===== src/rtl/bp_io_host_pkg.sv =====
// Shared types for the I/O host bridge: packet field layout and IRQ states.
package bp_io_host_pkg;

  // Packet as delivered by the I/O decoder: {write, addr[22:0], data[7:0]}
  typedef struct packed {
    logic        write;
    logic [22:0] addr;
    logic [7:0]  data;
  } bp_io_pkt_t;

  // Host interrupt state machine states
  typedef enum logic [1:0] {
    IRQ_IDLE  = 2'b00,
    IRQ_ARMED = 2'b01,
    IRQ_FIRE  = 2'b10
  } irq_state_e;

  localparam int unsigned char_width_lp = 8;

endpackage


===== src/rtl/bp_io_host_irq_fsm.sv =====
// Host interrupt controller: arms when packets are waiting, fires on an
// occupancy threshold or when the host has not popped for timeout_p cycles.
module bp_io_host_irq_fsm
  import bp_io_host_pkg::*;
#(
  parameter int pkt_els_p    = 16,
  parameter int irq_thresh_p = 8,
  parameter int timeout_p    = 1024
) (
  input  logic                           clk_i,
  input  logic                           reset_i,
  input  logic [$clog2(pkt_els_p+1)-1:0] count_i,
  input  logic                           pop_i,
  output logic                           irq_o
);

  localparam int count_width_lp = $clog2(pkt_els_p+1);
  localparam int timer_width_lp = $clog2(timeout_p+1);
  localparam logic [timer_width_lp-1:0] timer_max_lp  = timer_width_lp'(timeout_p - 1);
  localparam logic [timer_width_lp-1:0] timer_zero_lp = timer_width_lp'(1'b0);
  localparam logic [timer_width_lp-1:0] timer_one_lp  = timer_width_lp'(1'b1);
  localparam logic [count_width_lp-1:0] thresh_lp     = count_width_lp'(irq_thresh_p);
  localparam logic [count_width_lp-1:0] count_zero_lp = count_width_lp'(1'b0);

  irq_state_e                state_r, state_n;
  logic [timer_width_lp-1:0] timer_r, timer_n;
  logic                      irq_r;
  logic                      empty_s;
  logic                      fire_s;

  assign empty_s = (count_i == count_zero_lp);
  // Threshold and timeout share one condition so both together fire once
  assign fire_s  = (count_i >= thresh_lp) || (timer_r == timer_max_lp);

  // Next-state and timer update
  always_comb begin
    state_n = state_r;
    timer_n = timer_r;
    case (state_r)
      IRQ_IDLE: begin
        timer_n = timer_zero_lp;
        if (!empty_s) state_n = IRQ_ARMED;
        else          state_n = IRQ_IDLE;
      end
      IRQ_ARMED: begin
        if (empty_s) begin
          state_n = IRQ_IDLE;
          timer_n = timer_zero_lp;
        end else if (fire_s) begin
          state_n = IRQ_FIRE;
          timer_n = timer_zero_lp;
        end else begin
          state_n = IRQ_ARMED;
          if (pop_i)                       timer_n = timer_zero_lp;
          else if (timer_r != timer_max_lp) timer_n = timer_r + timer_one_lp;
          else                             timer_n = timer_r;
        end
      end
      IRQ_FIRE: begin
        timer_n = timer_zero_lp;
        if (empty_s) state_n = IRQ_IDLE;
        else         state_n = IRQ_FIRE;
      end
      default: begin
        state_n = IRQ_IDLE;
        timer_n = timer_zero_lp;
      end
    endcase
  end

  // State, timer and registered interrupt output
  always_ff @(posedge clk_i) begin
    if (reset_i) begin
      state_r <= IRQ_IDLE;
      timer_r <= timer_zero_lp;
      irq_r   <= 1'b0;
    end else begin
      state_r <= state_n;
      timer_r <= timer_n;
      irq_r   <= (state_n == IRQ_FIRE);
    end
  end

  assign irq_o = irq_r;

endmodule


===== src/rtl/bsg_fifo_1r1w_small.sv =====
// Small one-read one-write FIFO. ready_o is ~full and never bypasses a
// same-cycle dequeue; v_o/data_o come straight from registered state.
module bsg_fifo_1r1w_small #(
  parameter int width_p = 8,
  parameter int els_p   = 4
) (
  input  logic               clk_i,
  input  logic               reset_i,
  input  logic               v_i,
  output logic               ready_o,
  input  logic [width_p-1:0] data_i,
  output logic               v_o,
  output logic [width_p-1:0] data_o,
  input  logic               yumi_i
);

  localparam int ptr_width_lp = $clog2(els_p);
  localparam logic [ptr_width_lp:0] ptr_one_lp  = (ptr_width_lp+1)'(1'b1);
  localparam logic [ptr_width_lp:0] ptr_zero_lp = (ptr_width_lp+1)'(1'b0);

  logic [width_p-1:0]  mem_r [els_p];
  logic [ptr_width_lp:0] wptr_r;
  logic [ptr_width_lp:0] rptr_r;
  logic                empty_s;
  logic                full_s;
  logic                enq_s;
  logic                deq_s;

  // The extra pointer bit distinguishes full from empty when indices match
  assign empty_s = (wptr_r == rptr_r);
  assign full_s  = (wptr_r[ptr_width_lp] != rptr_r[ptr_width_lp]) &&
                   (wptr_r[ptr_width_lp-1:0] == rptr_r[ptr_width_lp-1:0]);
  assign enq_s   = v_i & ~full_s;
  assign deq_s   = yumi_i & ~empty_s;

  assign ready_o = ~full_s;
  assign v_o     = ~empty_s;
  assign data_o  = mem_r[rptr_r[ptr_width_lp-1:0]];

  // Read/write pointers; reset discards all stored entries
  always_ff @(posedge clk_i) begin
    if (reset_i) begin
      wptr_r <= ptr_zero_lp;
      rptr_r <= ptr_zero_lp;
    end else begin
      if (enq_s) wptr_r <= wptr_r + ptr_one_lp;
      if (deq_s) rptr_r <= rptr_r + ptr_one_lp;
    end
  end

  // Storage array, written only on an accepted enqueue
  always_ff @(posedge clk_i) begin
    if (enq_s) mem_r[wptr_r[ptr_width_lp-1:0]] <= data_i;
  end

endmodule


===== src/rtl/bp_io_host_bridge.sv =====
// Bridge between the I/O decoder and the host: an outbound packet FIFO
// drained by the host with an interrupt, and an inbound getchar FIFO.
// Optional statistics counters are enabled by BP_IO_HOST_BRIDGE_STATS_EN.
module bp_io_host_bridge
  import bp_io_host_pkg::*;
#(
  parameter int pkt_els_p    = 16,
  parameter int char_els_p   = 8,
  parameter int irq_thresh_p = 8,
  parameter int timeout_p    = 1024
) (
  input  logic                           clk_i,
  input  logic                           reset_i,
  input  logic [31:0]                    pkt_i,
  input  logic                           pkt_v_i,
  output logic                           pkt_ready_o,
  output logic [31:0]                    char_o,
  output logic                           char_v_o,
  input  logic                           char_yumi_i,
  output logic [31:0]                    host_pkt_o,
  output logic                           host_pkt_v_o,
  input  logic                           host_pkt_yumi_i,
  input  logic [7:0]                     host_char_i,
  input  logic                           host_char_v_i,
  output logic                           host_char_ready_o,
  output logic                           host_irq_o,
  output logic [$clog2(pkt_els_p+1)-1:0] pkt_count_o,
  output logic [31:0]                    stat_pkts_o,
  output logic [31:0]                    stat_stall_o
);

  localparam int count_width_lp = $clog2(pkt_els_p+1);
  localparam logic [count_width_lp-1:0] count_one_lp  = count_width_lp'(1'b1);
  localparam logic [count_width_lp-1:0] count_zero_lp = count_width_lp'(1'b0);

  bp_io_pkt_t                pkt_in_s;
  bp_io_pkt_t                pkt_head_s;
  logic                      pkt_fifo_ready_s;
  logic                      pkt_fifo_v_s;
  logic                      pkt_enq_s;
  logic                      pkt_deq_s;
  logic [char_width_lp-1:0]  char_head_s;
  logic                      char_fifo_ready_s;
  logic                      char_fifo_v_s;
  logic [count_width_lp-1:0] count_r;
  logic                      irq_s;

  assign pkt_in_s  = bp_io_pkt_t'(pkt_i);
  assign pkt_enq_s = pkt_v_i & pkt_fifo_ready_s;
  assign pkt_deq_s = host_pkt_yumi_i & pkt_fifo_v_s;

  bsg_fifo_1r1w_small #(
    .width_p ($bits(bp_io_pkt_t)),
    .els_p   (pkt_els_p)
  ) pkt_fifo (
    .clk_i   (clk_i),
    .reset_i (reset_i),
    .v_i     (pkt_v_i),
    .ready_o (pkt_fifo_ready_s),
    .data_i  (pkt_in_s),
    .v_o     (pkt_fifo_v_s),
    .data_o  (pkt_head_s),
    .yumi_i  (host_pkt_yumi_i)
  );

  bsg_fifo_1r1w_small #(
    .width_p (char_width_lp),
    .els_p   (char_els_p)
  ) char_fifo (
    .clk_i   (clk_i),
    .reset_i (reset_i),
    .v_i     (host_char_v_i),
    .ready_o (char_fifo_ready_s),
    .data_i  (host_char_i),
    .v_o     (char_fifo_v_s),
    .data_o  (char_head_s),
    .yumi_i  (char_yumi_i)
  );

  // Exact packet occupancy, unchanged on simultaneous enqueue and pop
  always_ff @(posedge clk_i) begin
    if (reset_i) begin
      count_r <= count_zero_lp;
    end else begin
      case ({pkt_enq_s, pkt_deq_s})
        2'b10:   count_r <= count_r + count_one_lp;
        2'b01:   count_r <= count_r - count_one_lp;
        default: count_r <= count_r;
      endcase
    end
  end

  bp_io_host_irq_fsm #(
    .pkt_els_p    (pkt_els_p),
    .irq_thresh_p (irq_thresh_p),
    .timeout_p    (timeout_p)
  ) irq_fsm (
    .clk_i   (clk_i),
    .reset_i (reset_i),
    .count_i (count_r),
    .pop_i   (pkt_deq_s),
    .irq_o   (irq_s)
  );

  // Handshakes are forced low while reset is held so nothing is offered
  assign pkt_ready_o       = pkt_fifo_ready_s & ~reset_i;
  assign host_pkt_v_o      = pkt_fifo_v_s & ~reset_i;
  assign host_pkt_o        = pkt_head_s;
  assign char_v_o          = char_fifo_v_s & ~reset_i;
  assign char_o            = {24'h00_0000, char_head_s};
  assign host_char_ready_o = char_fifo_ready_s & ~reset_i;
  assign pkt_count_o       = reset_i ? count_zero_lp : count_r;
  assign host_irq_o        = irq_s;

`ifdef BP_IO_HOST_BRIDGE_STATS_EN
  logic [31:0] stat_pkts_r;
  logic [31:0] stat_stall_r;

  // Accepted-packet and back-pressure cycle counters, wrapping at 2^32
  always_ff @(posedge clk_i) begin
    if (reset_i) begin
      stat_pkts_r  <= 32'd0;
      stat_stall_r <= 32'd0;
    end else begin
      if (pkt_enq_s)                      stat_pkts_r  <= stat_pkts_r + 32'd1;
      if (pkt_v_i & ~pkt_fifo_ready_s)    stat_stall_r <= stat_stall_r + 32'd1;
    end
  end

  assign stat_pkts_o  = stat_pkts_r;
  assign stat_stall_o = stat_stall_r;
`else
  assign stat_pkts_o  = 32'd0;
  assign stat_stall_o = 32'd0;
`endif

endmodule


===== config.mk =====
export PLATFORM = sky130hd
export DESIGN_NAME = bp_io_host_bridge
export DESIGN_NICKNAME = d
export VERILOG_FILES = /design/src/rtl/bp_io_host_pkg.sv /design/src/rtl/bp_io_host_irq_fsm.sv /design/src/rtl/bsg_fifo_1r1w_small.sv /design/src/rtl/bp_io_host_bridge.sv
export SDC_FILE = /design/constraint.sdc
export NUM_CORES = 1
export LEC_CHECK = 0
export CAP_MARGIN = 20
export CORE_ASPECT_RATIO = 1.25
export CORE_MARGIN = 1
export CORE_UTILIZATION = 40
export CTS_CLUSTER_SIZE = 30
export DETAILED_ROUTE_END_ITERATION = 16
export PLACE_DENSITY = 0.59
export SLEW_MARGIN = 20
export SYNTH_ARGS = -nofsm -noshare
export SYNTH_HDL_FRONTEND = slang
export SYNTH_HIERARCHICAL = 1
export SYNTH_SLANG_ARGS = --single-unit
export TNS_END_PERCENT = 30

===== constraint.sdc =====
create_clock -name clk_i -period 6.16 [get_ports clk_i]
set_clock_uncertainty 0.2 [all_clocks]
set_input_delay 1.232 -clock clk_i [delete_from_list [all_inputs] [get_ports clk_i]]
set_output_delay 1.232 -clock clk_i [all_outputs]
set_load 0.02 [all_outputs]

==> results of run 1 <==
## metrics by stage
step                      setup WS, ps  power [mW]  util (%)  hold slack, ps  std cells
after floorplan                   2450        5.88         -             231       1291
after global placement            1730        6.23      43.2             243       2097
after detailed placement          1720        6.24      43.2             250       2097
after CTS                         1050        9.74      46.1             258       2205
after global routing               997        9.99      46.1             281       2205
final                             1210        9.61      46.1             257       2205
## metal layers
metal,wire [µm],share of wire (%),GRT usage (%),up-vias
met5,43,0.083,0,-
met4,934,1.8,3.63,6
met3,2200,4.2,3.10,72
met2,26200,51,27.6,210
met1,22400,43,21.9,6214
li1,-,-,-,5101
## cells by family after synthesis
kind of cell / count (synthesis) / synth area share (%)
flops: 620 / 71.9
mux: 204 / 17.4
buf+inv: 162 / 4.40
simple gates: 130 / 3.14
compound gates: 55 / 1.80
xor+xnor: 20 / 0.723
fa+ha+maj: 12 / 0.594
other cells: 1 / 0.0148
## sequential cells by signal, summed over array words and instances (netlist names), named ones only
signal            cells
char_fifo/mem_r      64
irq_fsm/state_r       2
irq_fsm/irq_o         1
char_fifo/rptr_r      4
irq_fsm/timer_r      11
char_fifo/wptr_r      4
count_r               5
pkt_fifo/rptr_r       5
pkt_fifo/mem_r      512
pkt_fifo/wptr_r       5
## worst min path at each step
stage	start	endpoint	cells after the start
2_1_floorplan	irq_fsm/timer_r[10]	irq_fsm/timer_r[10]	2
3_3_place_gp	irq_fsm/timer_r[10]	irq_fsm/timer_r[10]	2
3_5_place_dp	irq_fsm/timer_r[10]	irq_fsm/timer_r[10]	2
4_1_cts	irq_fsm/timer_r[10]	irq_fsm/timer_r[10]	2
5_1_grt	irq_fsm/timer_r[10]	irq_fsm/timer_r[10]	2
6_report	irq_fsm/timer_r[10]	irq_fsm/timer_r[10]	2
## cell usage in the layout, fill, tap and decap left out, types with 5 or more instances in the layout
cell             synthesis  final
bufinv_16                0      5
nor4_1                   5      5
edfxtp_1               576    576
mux2_2                  17     17
xnor2_1                 10     10
or3_1                    6      6
clkbuf_16                0     59
mux4_2                 144    144
nand4_1                  8      8
nor3_1                   9      8
nor2_1                  19     19
dfxtp_1                 44     40
xor2_1                   9      9
buf_4                   92     24
o21ai_0                  7      7
inv_1                   14     14
clkinv_2                 0     12
nand3_1                  6      6
o311ai_0                 6      6
conb_1                   1     88
ha_1                    12     12
and3_2                   0     11
mux2i_1                  8      8
clkdlybuf4s50_1          0     94
nor2b_1                 18     18
nand2_1                 13     13
mux4_1                  32     32
clkinv_1                 0     16
o211ai_1                 5      5
clkbuf_1                20     11
## tightest hold or removal path: stages (launching register included)
cell and delay, ps:
dfxtp_1 310, o31ai_1 60, nor3_1 40
## cell type report
cell class	count	share of cell area [%]
repair buffers	122	4.14
inverters	14	0.183
clock buffers	70	5.29
flip-flops and latches	620	63.4
well taps	832	3.63
multi-input cells	509	22.2
clock inverters	38	1.13
## power by group
part | switching, mW | internal (mW)
combinational | 0.654 | 0.681
clock | 1.52 | 1.96
sequential | 0.111 | 4.68
total | 2.28 | 7.32
==> impl_metrics.py, run 1 <==
metrics = {
    "synthesis": {
        "syn_avg_cell_area_um2": 21.0,
        "syn_area_um2": 25300,
        "ys.flop_type": "edfxtp_1",
        "netlist_instances": 1204,
        "synth_most_common_cell": "edfxtp_1",
        "synth_common_cells": "edfxtp_1, mux4_2, buf_4, dfxtp_1, mux4_1",
        "yosysTopAreaCellShare_pct": 68.4,
        "ys_async_sr_fraction_pct": 0,
        "synth_edf_count": 576,
        "ys_ff_latch": 620,
        "synth_top_area_cell": "edfxtp_1",
        "yosysWarningCount": 6,
        "synth_cell_type_count": 67,
        "ys_seq_area_share_pct": 71.9,
        "netlist_top_cells_area": "edfxtp_1, mux4_2, dfxtp_1",
    },
    "job": {
        "drv_cap": 0,
    },
    "clock_tree": {
        "cts_buffers": 59,
        "htreeDepth": 2,
        "clock_sinks": 620,
        "cts_setup_buffers": 0,
        "cts_hold_buf": 0,
        "cts_tree": "done",
        "cts.repair.resized": 0,
        "path_clk_slew_ps": 60,
        "insertion_delay_ps": 610,
        "clockRootBuffer": "clkbuf_16",
        "clock_path_buffers": 3,
    },
    "floorplan": {
        "rows": 102,
        "pin_count": 184,
        "fp.coreArea_um2": 62200,
        "die_y_um": 283,
        "die_x_um": 227,
        "initial_core_util_pct": 40.7,
        "die_area_um2": 64200,
    },
    "timing": {
        "fin_crit_ps": 4950,
        "tightest_slew_ps": 1100,
        "rsz0062_at_grt": "no",
        "fmax_mhz": 202,
        "hold_viol": 0,
        "period_share_pct": 80.4,
        "setup_violations": 0,
        "relSlewSlack_pct": 26.5,
        "setup_tns_ps": 0,
        "final_max_slew_viol_count": 0,
    },
    "place": {
        "gp_congestion": 0.736,
        "dpl.hpwl_mm": 28.7,
        "placed_area_um2": 26800,
        "portBuffers": 95,
    },
    "route": {
        "postRouteWirelength_mm": 51.8,
        "drt_iter0_markers": 893,
        "wire_per_inst_um": 23.5,
        "antenna_left": 0,
        "drcViolationCount": 0,
        "vias_per_cell": 5.26,
        "drtPass1Iterations": 4,
        "dr_total_vias": 11600,
    },
    "power": {
        "power.leakage_nw": 9.04,
        "ir_drop_uv": 233,
        "p_per_area_nw_per_um2": 335,
    },
    "critical_path": {
        "cp.arrival_ps": 3520,
        "path_delay_family": "multiplexers",
        "worstPathCellList": "buf_12, mux4_1, mux4_2, clkdlybuf4s50_1",
        "path_class": "flip-flop to output port",
        "r2r_cells": 11,
        "cpPeakStageDelay_ps": 740,
        "crit_path_end_kind": "output port",
        "cp_num_buf_inv": 2,
        "endpoint": "host_pkt_o[14]",
        "critPathRequiredTime_ps": 4730,
        "path_max_fanout": 52,
        "critical-path-slowest-cell": "dfxtp_4",
        "r2r_setup_slack_ps": 2810,
        "reg2reg_to": "count_r[4]",
        "crit_cells": 4,
        "start_kind": "flip-flop",
        "r2r-start": "pkt_fifo/wptr_r[2]",
    },
    "finish": {
        "layout.nets": 1384,
        "multiInputGateArea_um2": 6370,
        "drive_above_1_share_pct": 22.4,
        "area_growth_pct": 13.5,
        "design_area_um2": 28700,
        "diodes": 0,
        "regArea_um2": 18200,
        "fillerInstances": 5291,
    },
    "global_routing": {
        "grt_max_degree": 59,
        "track_usage_pct": 16.4,
        "grt_pass1_vias": 12000,
        "grt_pass1_wl_mm": 77.2,
        "antenna_found_initial": 3,
        "grt-ovfl-total": 0,
    },
    "run_status": {
        "status": "finished, final reports clean",
    },
    "hold_path": {
        "hold_path_class": "flip-flop to flip-flop",
    },
}
(Power assumes the default switching activity.)
==> inputs of run 2 (changes only) <==
==> constraint.sdc (replaced) <==
create_clock -name clk_i -period 4.9 [get_ports clk_i]
set_clock_uncertainty 0.2 [all_clocks]
set_input_delay 0.98 -clock clk_i [delete_from_list [all_inputs] [get_ports clk_i]]
set_output_delay 0.98 -clock clk_i [all_outputs]
set_load 0.02 [all_outputs]
==> impl_metrics.py, run 2 (synthesized netlist as in run 1, its figures left out) <==
metrics = {
    "run_status": {
        "status": "finished, final reports clean",
    },
    "finish": {
        "final_common_cell": "edfxtp_1",
        "diodes": 0,
        "regArea_um2": 18200,
        "final_core_util_pct": 46.8,
        "fillerInstances": 5171,
        "multiInputGateArea_um2": 6370,
        "drive_above_1_share_pct": 23.6,
        "area_growth_pct": 15.0,
        "largest_reg_flops": 512,
        "mostFrequentLayoutCells": "edfxtp_1, mux4_2, clkdlybuf4s50_1",
        "layout.nets": 1389,
    },
    "critical_path": {
        "worstPathCellList": "buf_4, mux4_1, mux4_2, clkdlybuf4s50_1",
        "cpPeakStageDelay_ps": 640,
        "path_delay_family": "buffers and inverters",
        "critPathRequiredTime_ps": 3720,
        "critical-path-slowest-cell": "mux4_1",
        "path_max_fanout": 34,
        "cp_num_buf_inv": 2,
        "crit_path_end_kind": "output port",
        "cp.arrival_ps": 3300,
        "path_class": "flip-flop to output port",
        "start_kind": "flip-flop",
    },
    "floorplan": {
        "die_x_um": 227,
        "initial_core_util_pct": 40.7,
        "pin_count": 184,
        "die_y_um": 283,
        "fp.coreArea_um2": 62200,
        "rows": 102,
        "die_area_um2": 64200,
    },
    "power": {
        "ir_drop_uv": 275,
        "power.leakage_nw": 9.18,
        "p_total_mw": 12.5,
        "p_per_area_nw_per_um2": 431,
    },
    "hold_path": {
        "hold_path_class": "flip-flop to flip-flop",
    },
    "clock_tree": {
        "insertion_delay_ps": 630,
        "clockRootBuffer": "clkbuf_16",
        "clock_path_buffers": 3,
        "cts_setup_buffers": 0,
        "cts_buffers": 60,
        "htreeDepth": 2,
        "path_clk_slew_ps": 60,
        "cts.repair.resized": 0,
        "cts_tree": "done",
        "cts_hold_buf": 0,
        "clock_sinks": 620,
    },
    "timing": {
        "fin_crit_ps": 4480,
        "rsz0062_at_grt": "no",
        "hold_ws_ps": 285,
        "hold_viol": 0,
        "period_share_pct": 91.4,
        "tightest_slew_ps": 946,
        "fmax_mhz": 223,
        "relSlewSlack_pct": 36.9,
        "setup_tns_ps": 0,
        "setup_violations": 0,
        "final_max_slew_viol_count": 0,
    },
    "route": {
        "vias_per_cell": 5.28,
        "antenna_left": 0,
        "drcViolationCount": 0,
        "drt_iter0_markers": 851,
        "dr_total_vias": 11700,
        "wire_per_inst_um": 23.7,
        "drtPass1Iterations": 6,
        "postRouteWirelength_mm": 52.5,
    },
    "global_routing": {
        "grt_max_degree": 129,
        "grt_pass1_wl_mm": 78.6,
        "grt-ovfl-total": 0,
        "track_usage_pct": 16.7,
        "grt_pass1_vias": 12400,
        "antenna_found_initial": 1,
    },
    "job": {
        "drv_cap": 0,
    },
    "place": {
        "portBuffers": 95,
        "gp_congestion": 0.736,
        "dpl.hpwl_mm": 28.9,
    },
}
-- run 2: changes by cell type in the layout (fill, tap and decap cells not counted), sizes merged --
cell | before | now
clkinv | 30 | 24
inv | 14 | 20
bufinv | 5 | 10
clkinvlp | 3 | 8
buf | 28 | 32
clkbuf | 70 | 66
-- run 2: worst paths after layout --
kind                                     startpoint             endpoint  slack [ps]  depth (start not counted)
worst min-delay path            irq_fsm/timer_r[10]  irq_fsm/timer_r[10]         280                          2
worst min register to register  irq_fsm/timer_r[10]  irq_fsm/timer_r[10]         280                          2
worst max-delay path                      flip-flop       host_pkt_o[31]         420                          4
worst max register to register   pkt_fifo/wptr_r[2]           count_r[4]        1470                         11
-- run 2: final cells by class --
cell class / count / area share [%]
multi-input cells: 509 / 21.9
clock buffers: 66 / 5.24
inverters: 14 / 0.181
repair buffers: 126 / 4.62
flip-flops and latches: 620 / 62.6
clock inverters: 48 / 1.89
well taps: 832 / 3.58
-- run 2: stage by stage --
stage	setup WS, ps	instances	cell area [µm²]
after floorplan	1440	1291	25600
after global placement	1050	2101	27000
after detailed placement	1040	2101	27000
after CTS	362	2215	29100
after global routing	288	2215	29100
final	422	2215	29100
-- run 2: per-layer routing --
layer	GRT usage, %	routed length [µm]
met2	29.1	27600
met3	2.68	2070
met4	4.29	1060
met1	21.8	21800
met5	0	13
-- run 2: worst min-delay path, stage by stage, from the launching register on --
cell     delay, ps
dfxtp_1        320
o31ai_1         70
nor3_1          40
-- run 2: where the power goes --
part	total [mW]	internal [mW]	leakage (nW)	switching, mW
registers	5.96	5.89	5.57	0.0733
clock network	4.81	2.79	0.996	2.01
logic	1.75	0.858	2.62	0.891
==> inputs of run 3 (changes only) <==
--- a/config.mk
+++ b/config.mk
@@ -11,7 +11,7 @@
 export CORE_UTILIZATION = 40
 export CTS_CLUSTER_SIZE = 30
 export DETAILED_ROUTE_END_ITERATION = 16
-export PLACE_DENSITY = 0.59
+export PLACE_DENSITY = 0.61
 export SLEW_MARGIN = 20
 export SYNTH_ARGS = -nofsm -noshare
 export SYNTH_HDL_FRONTEND = slang
==> constraint.sdc (replaced) <==
create_clock -name clk_i -period 3.86 [get_ports clk_i]
set_clock_uncertainty 0.2 [all_clocks]
set_input_delay 0.772 -clock clk_i [delete_from_list [all_inputs] [get_ports clk_i]]
set_output_delay 0.772 -clock clk_i [all_outputs]
set_load 0.02 [all_outputs]
==> impl_metrics.py, run 3 (synthesized netlist as in run 1, its figures left out) <==
metrics = {
    "run_status": {
        "status": "finished, final reports clean",
    },
    "place": {
        "dpl.hpwl_mm": 28.5,
        "placed_area_um2": 27200,
        "portBuffers": 95,
        "gp_congestion": 0.729,
    },
    "floorplan": {
        "fp.coreArea_um2": 62200,
        "pin_count": 184,
        "die_x_um": 227,
        "rows": 102,
        "die_y_um": 283,
        "initial_core_util_pct": 40.7,
        "die_area_um2": 64200,
    },
    "finish": {
        "mostFrequentLayoutCells": "edfxtp_1, mux4_2, conb_1",
        "drive_above_1_share_pct": 25.8,
        "final_common_cell": "edfxtp_1",
        "largest_reg_flops": 512,
        "layout.nets": 1417,
        "fillerInstances": 5157,
        "design_area_um2": 29400,
        "final_core_util_pct": 47.3,
        "area_growth_pct": 16.4,
    },
    "global_routing": {
        "grt-ovfl-total": 0,
        "antenna_found_initial": 2,
        "grt_pass1_vias": 12400,
        "grt_pass1_wl_mm": 78.5,
        "track_usage_pct": 16.7,
        "grt_max_degree": 70,
    },
    "timing": {
        "final_max_slew_viol_count": 0,
        "relSlewSlack_pct": 40.2,
        "rsz0062_at_grt": "no",
        "setup_tns_ps": 0,
        "fin_crit_ps": 3770,
        "fmax_mhz": 265,
        "period_share_pct": 97.8,
        "setup_violations": 0,
        "hold_viol": 0,
        "hold_ws_ps": 275,
        "tightest_slew_ps": 896,
    },
    "route": {
        "drtPass1Iterations": 5,
        "vias_per_cell": 5.26,
        "drt_iter0_markers": 833,
        "drcViolationCount": 0,
        "antenna_left": 0,
        "postRouteWirelength_mm": 52.5,
        "wire_per_inst_um": 23.4,
        "dr_total_vias": 11800,
    },
    "critical_path": {
        "path_max_fanout": 21,
        "path_class": "flip-flop to output port",
        "critPathRequiredTime_ps": 2890,
        "start_kind": "flip-flop",
        "cp.arrival_ps": 2800,
        "crit_path_end_kind": "output port",
        "r2r_cells": 11,
    },
    "clock_tree": {
        "cts_buffers": 59,
        "cts_tree": "done",
        "clockRootBuffer": "clkbuf_16",
        "insertion_delay_ps": 620,
        "path_clk_slew_ps": 60,
        "clock_sinks": 620,
        "htreeDepth": 2,
        "clock_path_buffers": 3,
    },
    "hold_path": {
        "hold_path_class": "flip-flop to flip-flop",
        "holdPathStages": 2,
    },
    "power": {
        "ir_drop_uv": 409,
        "power.leakage_nw": 9.42,
        "p_per_area_nw_per_um2": 538,
    },
    "job": {
        "drv_cap": 0,
    },
}
-- run 3: cell count changes in the layout (fill, tap and decap cells not counted), moves of 5 or more --
| cell | change |
|---|---|
| buf_12 | +9 |
| buf_16 | +5 |
| buf_4 | +12 |
| clkbuf_1 | +7 |
| clkdlybuf4s15_2 | +8 |
| clkdlybuf4s50_1 | -32 |
| dlygate4sd2_1 | +17 |
-- run 3: routing by layer --
metal  track usage [%]  part of all wire (%)  up-vias
met5                 0                     0        -
met2              29.1                    52      256
met4              3.99                   1.8        0
met1              21.8                    42     6318
li1                  -                     -     5165
met3              2.54                   4.0       63
-- run 3: area by class of cell --
class / count / area (µm²) / share of cell area (%)
Multi-Input combinational cell: 509 / 6350 / 21.6
Clock inverter: 38 / 442 / 1.50
Antenna cell: 1 / 2.50 / 0.00851
Clock buffer: 73 / 1550 / 5.27
Inverter: 14 / 52.6 / 0.179
Timing Repair Buffer: 155 / 1790 / 6.08
Sequential cell: 620 / 18200 / 61.8
Tap cell: 832 / 1040 / 3.54
-- run 3: repair_timing --
item                       CTS  global route
setup endpoints to repair   32            11
gates cloned                 3             0
gates resized for setup     63            11
hold buffers                 0             0
pin swaps                    0             1
buffers inserted             9             0
-- run 3: final timing paths --
kind                             from                  end  slack [ps]
setup reg to reg   pkt_fifo/wptr_r[2]           count_r[4]         600
hold reg to reg   irq_fsm/timer_r[10]  irq_fsm/timer_r[10]         270
setup / recovery            flip-flop       host_pkt_o[26]          90
hold / removal    irq_fsm/timer_r[10]  irq_fsm/timer_r[10]         270
-- run 3: power breakdown --
| part | internal (mW) | switching, mW |
|---|---|---|
| clock network | 3.36 | 2.53 |
| logic | 1.21 | 1.17 |
| registers | 7.47 | 0.0909 |
| total | 12.0 | 3.80 |
-- run 3: worst max-delay path: stages (launching register included) --
cell	delay (ps)
dfxtp_4	420
buf_12	130
buf_16	180
mux4_1	590
mux4_2	550
clkdlybuf4s15_2	290
-- run 3: through the flow --
step | std cells | setup slack, ps | total power [mW]
after floorplan | 1291 | 533 | 9.39
after global placement | 2118 | 375 | 9.99
after detailed placement | 2118 | 347 | 10.0
after CTS | 2241 | 2.84 | 16.0
after global routing | 2241 | 2.79 | 16.4
final | 2242 | 85.0 | 15.8
